$ cat src/rtl/dmem_pkg.sv
// dmem_pkg: shared types and default widths for the data RAM arbiter
package dmem_pkg;
   localparam int DEF_ADDR_W = 14;
   localparam int DEF_DATA_W = 32;
   typedef enum logic [1:0] {RUN, DRAIN, PROG} state_t;
   typedef enum logic {OWN_CPU, OWN_DBG} owner_t;
endpackage

$ cat src/rtl/dmem_arbiter_rr_arb2.sv
// rr_arb2: 2-way round-robin arbiter, bit 0 = CPU, bit 1 = DBG
module rr_arb2
   import dmem_pkg::*;
(
   input  logic       i_clock,
   input  logic       i_reset,
   input  logic       i_en,
   input  logic [1:0] i_req,
   output logic [1:0] o_gnt
);
   owner_t r_last;
   assign o_gnt = !i_en ? 2'b00 : (&i_req) ? ((r_last == OWN_DBG) ? 2'b01 : 2'b10) : i_req;
   always_ff @(posedge i_clock or posedge i_reset)
      if (i_reset) r_last <= OWN_DBG;
      else if (|o_gnt) r_last <= o_gnt[1] ? OWN_DBG : OWN_CPU;
endmodule

$ cat src/rtl/dmem_arbiter.sv
// dmem_arbiter: data RAM access controller for CPU, debug port and UART programmer
// Sequences RUN/DRAIN/PROG hand-over and tags each read return with its owner.
module dmem_arbiter
   import dmem_pkg::*;
#(
   parameter int ADDR_W = DEF_ADDR_W,
   parameter int DATA_W = DEF_DATA_W
) (
   input  logic              clock,
   input  logic              reset,
   input  logic              cpu_req,
   input  logic              cpu_we,
   input  logic [31:0]       cpu_addr,
   input  logic [DATA_W-1:0] cpu_wdata,
   output logic              cpu_gnt,
   output logic              cpu_stall,
   output logic              cpu_rvalid,
   input  logic              dbg_req,
   input  logic              dbg_we,
   input  logic [ADDR_W-1:0] dbg_addr,
   input  logic [DATA_W-1:0] dbg_wdata,
   output logic              dbg_gnt,
   output logic              dbg_rvalid,
   output logic [DATA_W-1:0] rdata,
   input  logic              upg_rst_i,
   input  logic              upg_done_i,
   input  logic              upg_wen_i,
   input  logic [13:0]       upg_adr_i,
   input  logic [31:0]       upg_dat_i,
   output logic              ram_we,
   output logic [ADDR_W-1:0] ram_addr,
   output logic [DATA_W-1:0] ram_wdata,
   input  logic [DATA_W-1:0] ram_rdata,
   output logic              prog_mode
);
   state_t r_state, w_next;
   owner_t r_rd_owner;
   logic r_rd_pend;
   logic [ADDR_W-1:0] r_addr, w_cpu_addr;
   logic [DATA_W-1:0] r_wdata;
   logic [1:0] w_gnt;
   logic w_prog_req, w_arb_en, w_rd_gnt, w_unused;
   assign w_prog_req = ~upg_rst_i & ~upg_done_i;
   assign w_arb_en = (r_state == RUN) & ~reset;
   assign w_cpu_addr = cpu_addr[ADDR_W+1:2];
   assign w_unused = &{1'b0, cpu_addr[31:ADDR_W+2], cpu_addr[1:0]};
   rr_arb2 u_arb (
      .i_clock (clock),
      .i_reset (reset),
      .i_en    (w_arb_en),
      .i_req   ({dbg_req, cpu_req}),
      .o_gnt   (w_gnt)
   );
   always_ff @(posedge clock or posedge reset)
      if (reset) r_state <= RUN;
      else r_state <= w_next;
   // DRAIN lingers only while the last RUN-cycle read is still returning
   always_comb begin
      w_next = (r_state == RUN)   ? (w_prog_req ? DRAIN : RUN) :
               (r_state == DRAIN) ? (!w_prog_req ? RUN : r_rd_pend ? DRAIN : PROG) :
                                    (w_prog_req ? PROG : RUN);
   end
   always_comb begin
      prog_mode = (r_state == PROG);
      cpu_gnt   = w_gnt[0];
      dbg_gnt   = w_gnt[1];
      cpu_stall = cpu_req & ~w_gnt[0];
      ram_we    = w_gnt[0] ? cpu_we : w_gnt[1] ? dbg_we : prog_mode & upg_wen_i;
      ram_addr  = w_gnt[0] ? w_cpu_addr : w_gnt[1] ? dbg_addr : prog_mode ? ADDR_W'(upg_adr_i) : r_addr;
      ram_wdata = w_gnt[0] ? cpu_wdata : w_gnt[1] ? dbg_wdata : prog_mode ? DATA_W'(upg_dat_i) : r_wdata;
   end
   assign w_rd_gnt = (w_gnt[0] & ~cpu_we) | (w_gnt[1] & ~dbg_we);
   always_ff @(posedge clock or posedge reset)
      if (reset) begin
         r_addr     <= '0;
         r_wdata    <= '0;
         r_rd_pend  <= 1'b0;
         r_rd_owner <= OWN_CPU;
      end else begin
         r_addr     <= ram_addr;
         r_wdata    <= ram_wdata;
         r_rd_pend  <= w_rd_gnt;
         r_rd_owner <= w_gnt[1] ? OWN_DBG : OWN_CPU;
      end
   assign cpu_rvalid = r_rd_pend & (r_rd_owner == OWN_CPU);
   assign dbg_rvalid = r_rd_pend & (r_rd_owner == OWN_DBG);
   assign rdata = ram_rdata;
endmodule

$ cat config.mk
export PLATFORM = sky130hd
export DESIGN_NAME = dmem_arbiter
export DESIGN_NICKNAME = d
export VERILOG_FILES = /design/src/rtl/dmem_pkg.sv /design/src/rtl/dmem_arbiter_rr_arb2.sv /design/src/rtl/dmem_arbiter.sv
export SDC_FILE = /design/constraint.sdc
export NUM_CORES = 1
export LEC_CHECK = 0
export CAP_MARGIN = 10
export CORE_MARGIN = 10
export CORE_UTILIZATION = 30
export CTS_CLUSTER_SIZE = 12
export DETAILED_ROUTE_END_ITERATION = 6
export GPL_TIMING_DRIVEN = 1
export PLACE_DENSITY = 0.76
export SLEW_MARGIN = 20
export SYNTH_ARGS = -nofsm -noshare
export SYNTH_HDL_FRONTEND = slang
export SYNTH_SLANG_ARGS = --single-unit
$ cat constraint.sdc
create_clock -name clock -period 3.34 [get_ports clock]
set_clock_uncertainty 0.05 [all_clocks]
set_input_delay 0.334 -clock clock [delete_from_list [all_inputs] [get_ports clock]]
set_output_delay 0.334 -clock clock [all_outputs]
set_load 0.02 [all_outputs]
# Word-level counts from Yosys, hierarchy flattened
# Cells that the tools add are included.
# totals
mem_count	0
mem_bits_ro	0
wordCells	45
ramBits	0
latchBits	0
inputBits	197
output_inout_bits	85
regBits	51
# op_classes
addsub	0
order_cmp	0
n_reduce_logical	3
shift	0
mul	0
n_eq_ne	2
bitwise	16
div_mod_pow	0
muxes	18
# op_table
cell	count
32-bit 2-to-1 mux	3
14-bit 2-to-1 mux	3
2-bit 2-to-1 mux	8
1-bit bitwise AND	8
1-bit NOT	7
1-bit 2-to-1 mux	4
2-bit by 1-bit == test with 1-bit output, second input constant	1
2-bit == test, second input constant	1
2-bit zero test	1
2-bit AND reduction	1
2-bit OR reduction	1
1-bit bitwise OR	1

# Longest topological paths before layout
# logic_depth
depth_word	5
mapped_depth	6
ltp_nobuf	4

# Cells and area by module
# From an unflattened synthesis, not the netlist that was laid out.
# unflattened
cells_unflattened	268
hier_area_um2	2801.4
# modules_own_cells
mod	cells_each	seq_area_each_um2	n_inst	area_per_inst_um2
dmem_arbiter	259	1251.2	1	2735.1
rr_arb2	9	26.3	1	66.3

# Least setup slack after synthesis
# Ideal clock, no wire load.
# synth_timing
path_kind	reg-to-output
startpoint	register u_arb.r_last
endpoint	output ram_wdata[23]
t_arrival_ns	1.887
path_buffers	2
t_required_ns	2.956
path_stages_with_launch	6
setup_slack_ns	1.069
cell_sequence	dfstp_2 -> and2_1 -> clkbuf_1 -> buf_1 -> nor3_2 -> o31ai_1
# synth_between
elab_chain_len	5
# synth_lines
item	line	source
from (decl)	dmem_arbiter_rr_arb2.sv:11	owner_t r_last;
from (signal assigned)	dmem_arbiter_rr_arb2.sv:15	else if (|o_gnt) r_last <= o_gnt[1] ? OWN_DBG : OWN_CPU;
2-bit 2-to-1 mux * (3 in series)	dmem_arbiter_rr_arb2.sv:12	assign o_gnt = !i_en ? 2'b00 : (&i_req) ? ((r_last == OWN_DBG) ? 2'b01 : 2'b10) : i_req;
32-bit 2-to-1 mux	dmem_arbiter.sv:70	ram_wdata = w_gnt[0] ? cpu_wdata : w_gnt[1] ? dbg_wdata : prog_mode ? DATA_W'(upg_dat_i) : r_wdata;
32-bit 2-to-1 mux *	dmem_arbiter.sv:70	
to (decl)	dmem_arbiter.sv:32	output logic [DATA_W-1:0] ram_wdata,
# Every way passes the cells marked *; elsewhere a longest branch is shown, timed or not.

# Worst setup path in the final report
# layout_timing
startpoint	input reset
endpoint	output ram_addr[8]
# layout_between
elab_chain_len	5
# layout_lines
item	line	source
from (decl)	dmem_arbiter.sv:10	input logic reset,
1-bit NOT *	dmem_arbiter.sv:44	assign w_arb_en = (r_state == RUN) & ~reset;
1-bit bitwise AND *	dmem_arbiter.sv:44	
2-bit 2-to-1 mux *	dmem_arbiter_rr_arb2.sv:12	
14-bit 2-to-1 mux	dmem_arbiter.sv:69	ram_addr = w_gnt[0] ? w_cpu_addr : w_gnt[1] ? dbg_addr : prog_mode ? ADDR_W'(upg_adr_i) : r_addr;
14-bit 2-to-1 mux *	dmem_arbiter.sv:69	
to (decl)	dmem_arbiter.sv:31	output logic [ADDR_W-1:0] ram_addr,
# Marks and branches as above.

==> results.cfg <==
[logic_synthesis]
synth_warnings = 0
synth.avg_cell_area_um2 = 9.48
yosysUniqueCellTypes = 27
ys_ff_latch = 51
netlist_area_um2 = 3700
synth_common_cells = dfrtp_1 (50), nand3_1 (47), a221oi_1 (46), and3b_1 (46), buf_4 (36)
ys_async_sr_fraction = 1.00
netlist_instances = 390
synth_top_family_by_area = simple AND/OR/NAND/NOR gates
synth_most_common_cell = dfrtp_1
synth_xor_area_frac = 0
syn_nets = 587
synth_compound_area_frac = 0.229
ys_seq_area_frac = 0.345
muxShareOfSynthArea = 0
synth_top_area_share = 0.338
synth_ff_type = dfrtp_1
synth_edf_count = 0
synthAdderAreaFrac = 0
synth-simple-area-share = 0.289
synth.area.top_cells = dfrtp_1 (34%), a221oi_1 (11%), and3b_1 (11%)
synth_top_area_cell = dfrtp_1

[timing]
hold_viol_final = 0
drv_slew = 0
min_period_ns = 3.22
finalCritPeriodShare = 0.964
tightest_slew_ns = 0.726
finalSetupViolCount = 0
setup_ws_ns = 0.121
rsz0062_at_grt = no
fmax_ghz = 0.311
tns_ns = 0
max_slew_margin = 0.516

[power_and_ir_drop]
p_per_area_nw_per_um2 = 477
switching_share = 0.360
p_int_mw = 1.76
p_total_mw = 2.75
power_frac_clock = 0.184
power_switching_uw = 989
peakVddDrop_uv = 263
total_leakage_power_nw = 2.27
p_comb_frac = 0.511
p_seq_frac = 0.306

[setup_path]
worst-r2r-setup-slack_ns = 1.35
reg2reg_to = r_wdata[0]$_DFF_PP0_
worstPathRequired_ns = 2.96
path_max_fanout = 48
rr_startpoint = r_state[1]$_DFF_PP0_
cpMostUsedCell = clkdlybuf4s50_1
critPathKind = in -> out
max_stage_delay_ns = 0.68
end_kind = output port
worstSetupStartpointType = input port
cp_cell_sequence = clkdlybuf4s50_1 > or4b_4 > nor3_1 > o31ai_1 > clkdlybuf4s50_1
crit_arrival_ns = 2.84
slowest_stage = clkdlybuf4s50_1
rr_worst_depth = 3

[floorplan]
core_region_area_um2 = 12100
die-area_um2 = 17200
num_rows = 40
die-width_um = 131
dieHeight_um = 131
initial_core_util = 0.307
ios = 282

[cts]
clock_sinks = 51
max-clock-path-buffers = 2
h-tree-depth = 2
cts-root-buf = clkbuf_16
cts_buffers = 5
cts_tree = done
insertion_delay_ns = 0.29
path_clk_slew_ns = 0.07

[layout]
nNetsFinal = 724
diodes = 0
drive_gt1_frac = 0.116
syn_to_final_growth_pct = 55.7

[min_path]
hp-class = reg -> reg
whs_path_depth = 2
min_to = u_arb.r_last$_DFFE_PP1P_
min_from = u_arb.r_last$_DFFE_PP1P_

[grt]
grt_pass1_wl_mm = 23.0
first_global_vias = 4061
grt_max_degree = 49
grtUsageTotal = 0.170
overflow = 0
antenna_found_initial = 0

[detailed_routing]
routedWlPerCell_um = 22.0
firstDrtPassIters = 7
antenna_left = 0
num_vias = 3843
drt-initial-drc-count = 170
wl_mm = 15.3
drc = 0
via_per_inst = 5.52

[place]
hpwl_mm = 10.7
dp_slack_ns = 0.137
gp_congestion = 0.842
placement.io_buffers = 199

[outcome]
status = completed

[run]
cap_violations = 0
==> worst max path at each step <==
| stage | from | to | slack (ns) | cells past startpoint |
|---|---|---|---|---|
| final | reset | ram_addr[8] | 0.12 | 5 |
| after global routing | reset | ram_addr[8] | 0.003 | 5 |
| after CTS | reset | ram_wdata[0] | 0.13 | 5 |
| after detailed placement | reset | ram_wdata[4] | 0.14 | 5 |
| after global placement | reset | ram_wdata[4] | 0.20 | 5 |
| after floorplan | u_arb.r_last$_DFFE_PP1P_ | ram_wdata[23] | 1.07 | 5 |
==> state kept, by name, summed over array words and instances (netlist names) <==
name / flops
r_rd_owner: 1
r_addr: 14
u_arb.r_last: 1
r_state: 2
r_rd_pend: 1
r_wdata: 32
==> layer usage <==
layer	global-route usage	wire, um
met1	0.188	5880
met2	0.301	7420
met3	0.0657	1840
met4	0.0392	149
met5	0	0
==> per-stage QoR <==
stage | util | area (um2) | instances | hold slack, ns
after floorplan | - | 3700 | 390 | 0.353
final | 0.477 | 5760 | 696 | 0.478
after global routing | 0.477 | 5760 | 696 | 0.518
after detailed placement | 0.466 | 5620 | 688 | 0.469
after global placement | 0.466 | 5620 | 688 | 0.460
after CTS | 0.477 | 5760 | 696 | 0.484
==> worst max-delay path, delay by kind of cell <==
kind	cells	cell delay [ns]
buffers and inverters	2	1.34
and+or+nand+nor	2	0.78
AOI/OAI and AO/OA	1	0.34
==> power groups by stage <==
stage	logic [mW]	registers, mW	clock network [mW]
2_1_floorplan	0.792	0.834	0
5_1_grt	1.50	0.854	0.543
3_3_place_gp	1.40	0.841	0
6_report	1.40	0.840	0.504
3_5_place_dp	1.41	0.849	0
4_1_cts	1.42	0.838	0.525
==> placed cells by master, fill, tap and decap left out, types with 2 or more instances in the layout <==
cell | synthesis | final
and2_1 | 3 | 2
clkdlybuf4s50_1 | 0 | 198
inv_2 | 1 | 2
nor2_1 | 3 | 3
nor3_1 | 30 | 30
a221oi_1 | 46 | 46
a21oi_1 | 2 | 2
nor3_2 | 18 | 18
nand2b_2 | 0 | 2
buf_4 | 36 | 8
o31ai_1 | 35 | 35
clkbuf_16 | 0 | 5
clkbuf_1 | 26 | 2
inv_1 | 3 | 2
o31ai_2 | 11 | 11
dfrtp_1 | 50 | 49
and3b_1 | 46 | 46
nor4b_4 | 0 | 2
nand3_1 | 47 | 47
buf_12 | 0 | 6
==> cell families (layout without fill, tap and decap cells) <==
kind of cell | count (synthesis) | count (layout)
simple gates | 155 | 155
compound gates | 97 | 97
buf+inv | 87 | 225
flops | 51 | 51
==> area by class of cell <==
type                       count  area, um2
clock inverter                 1       5.00
timing repair buffer         213       2170
clock buffer                   7        133
tap                          168        210
sequential                    51       1280
fill                        1143       6300
inverter                       4       15.0
multi-input combinational    252       1940
==> what timing repair did <==
action,in CTS,in global routing
endpoints found under the setup margin,0,1
hold buffers,0,0
gates resized for setup,0,1
buffers inserted,0,0
Note: power is estimated with default switching activity, not from simulation.
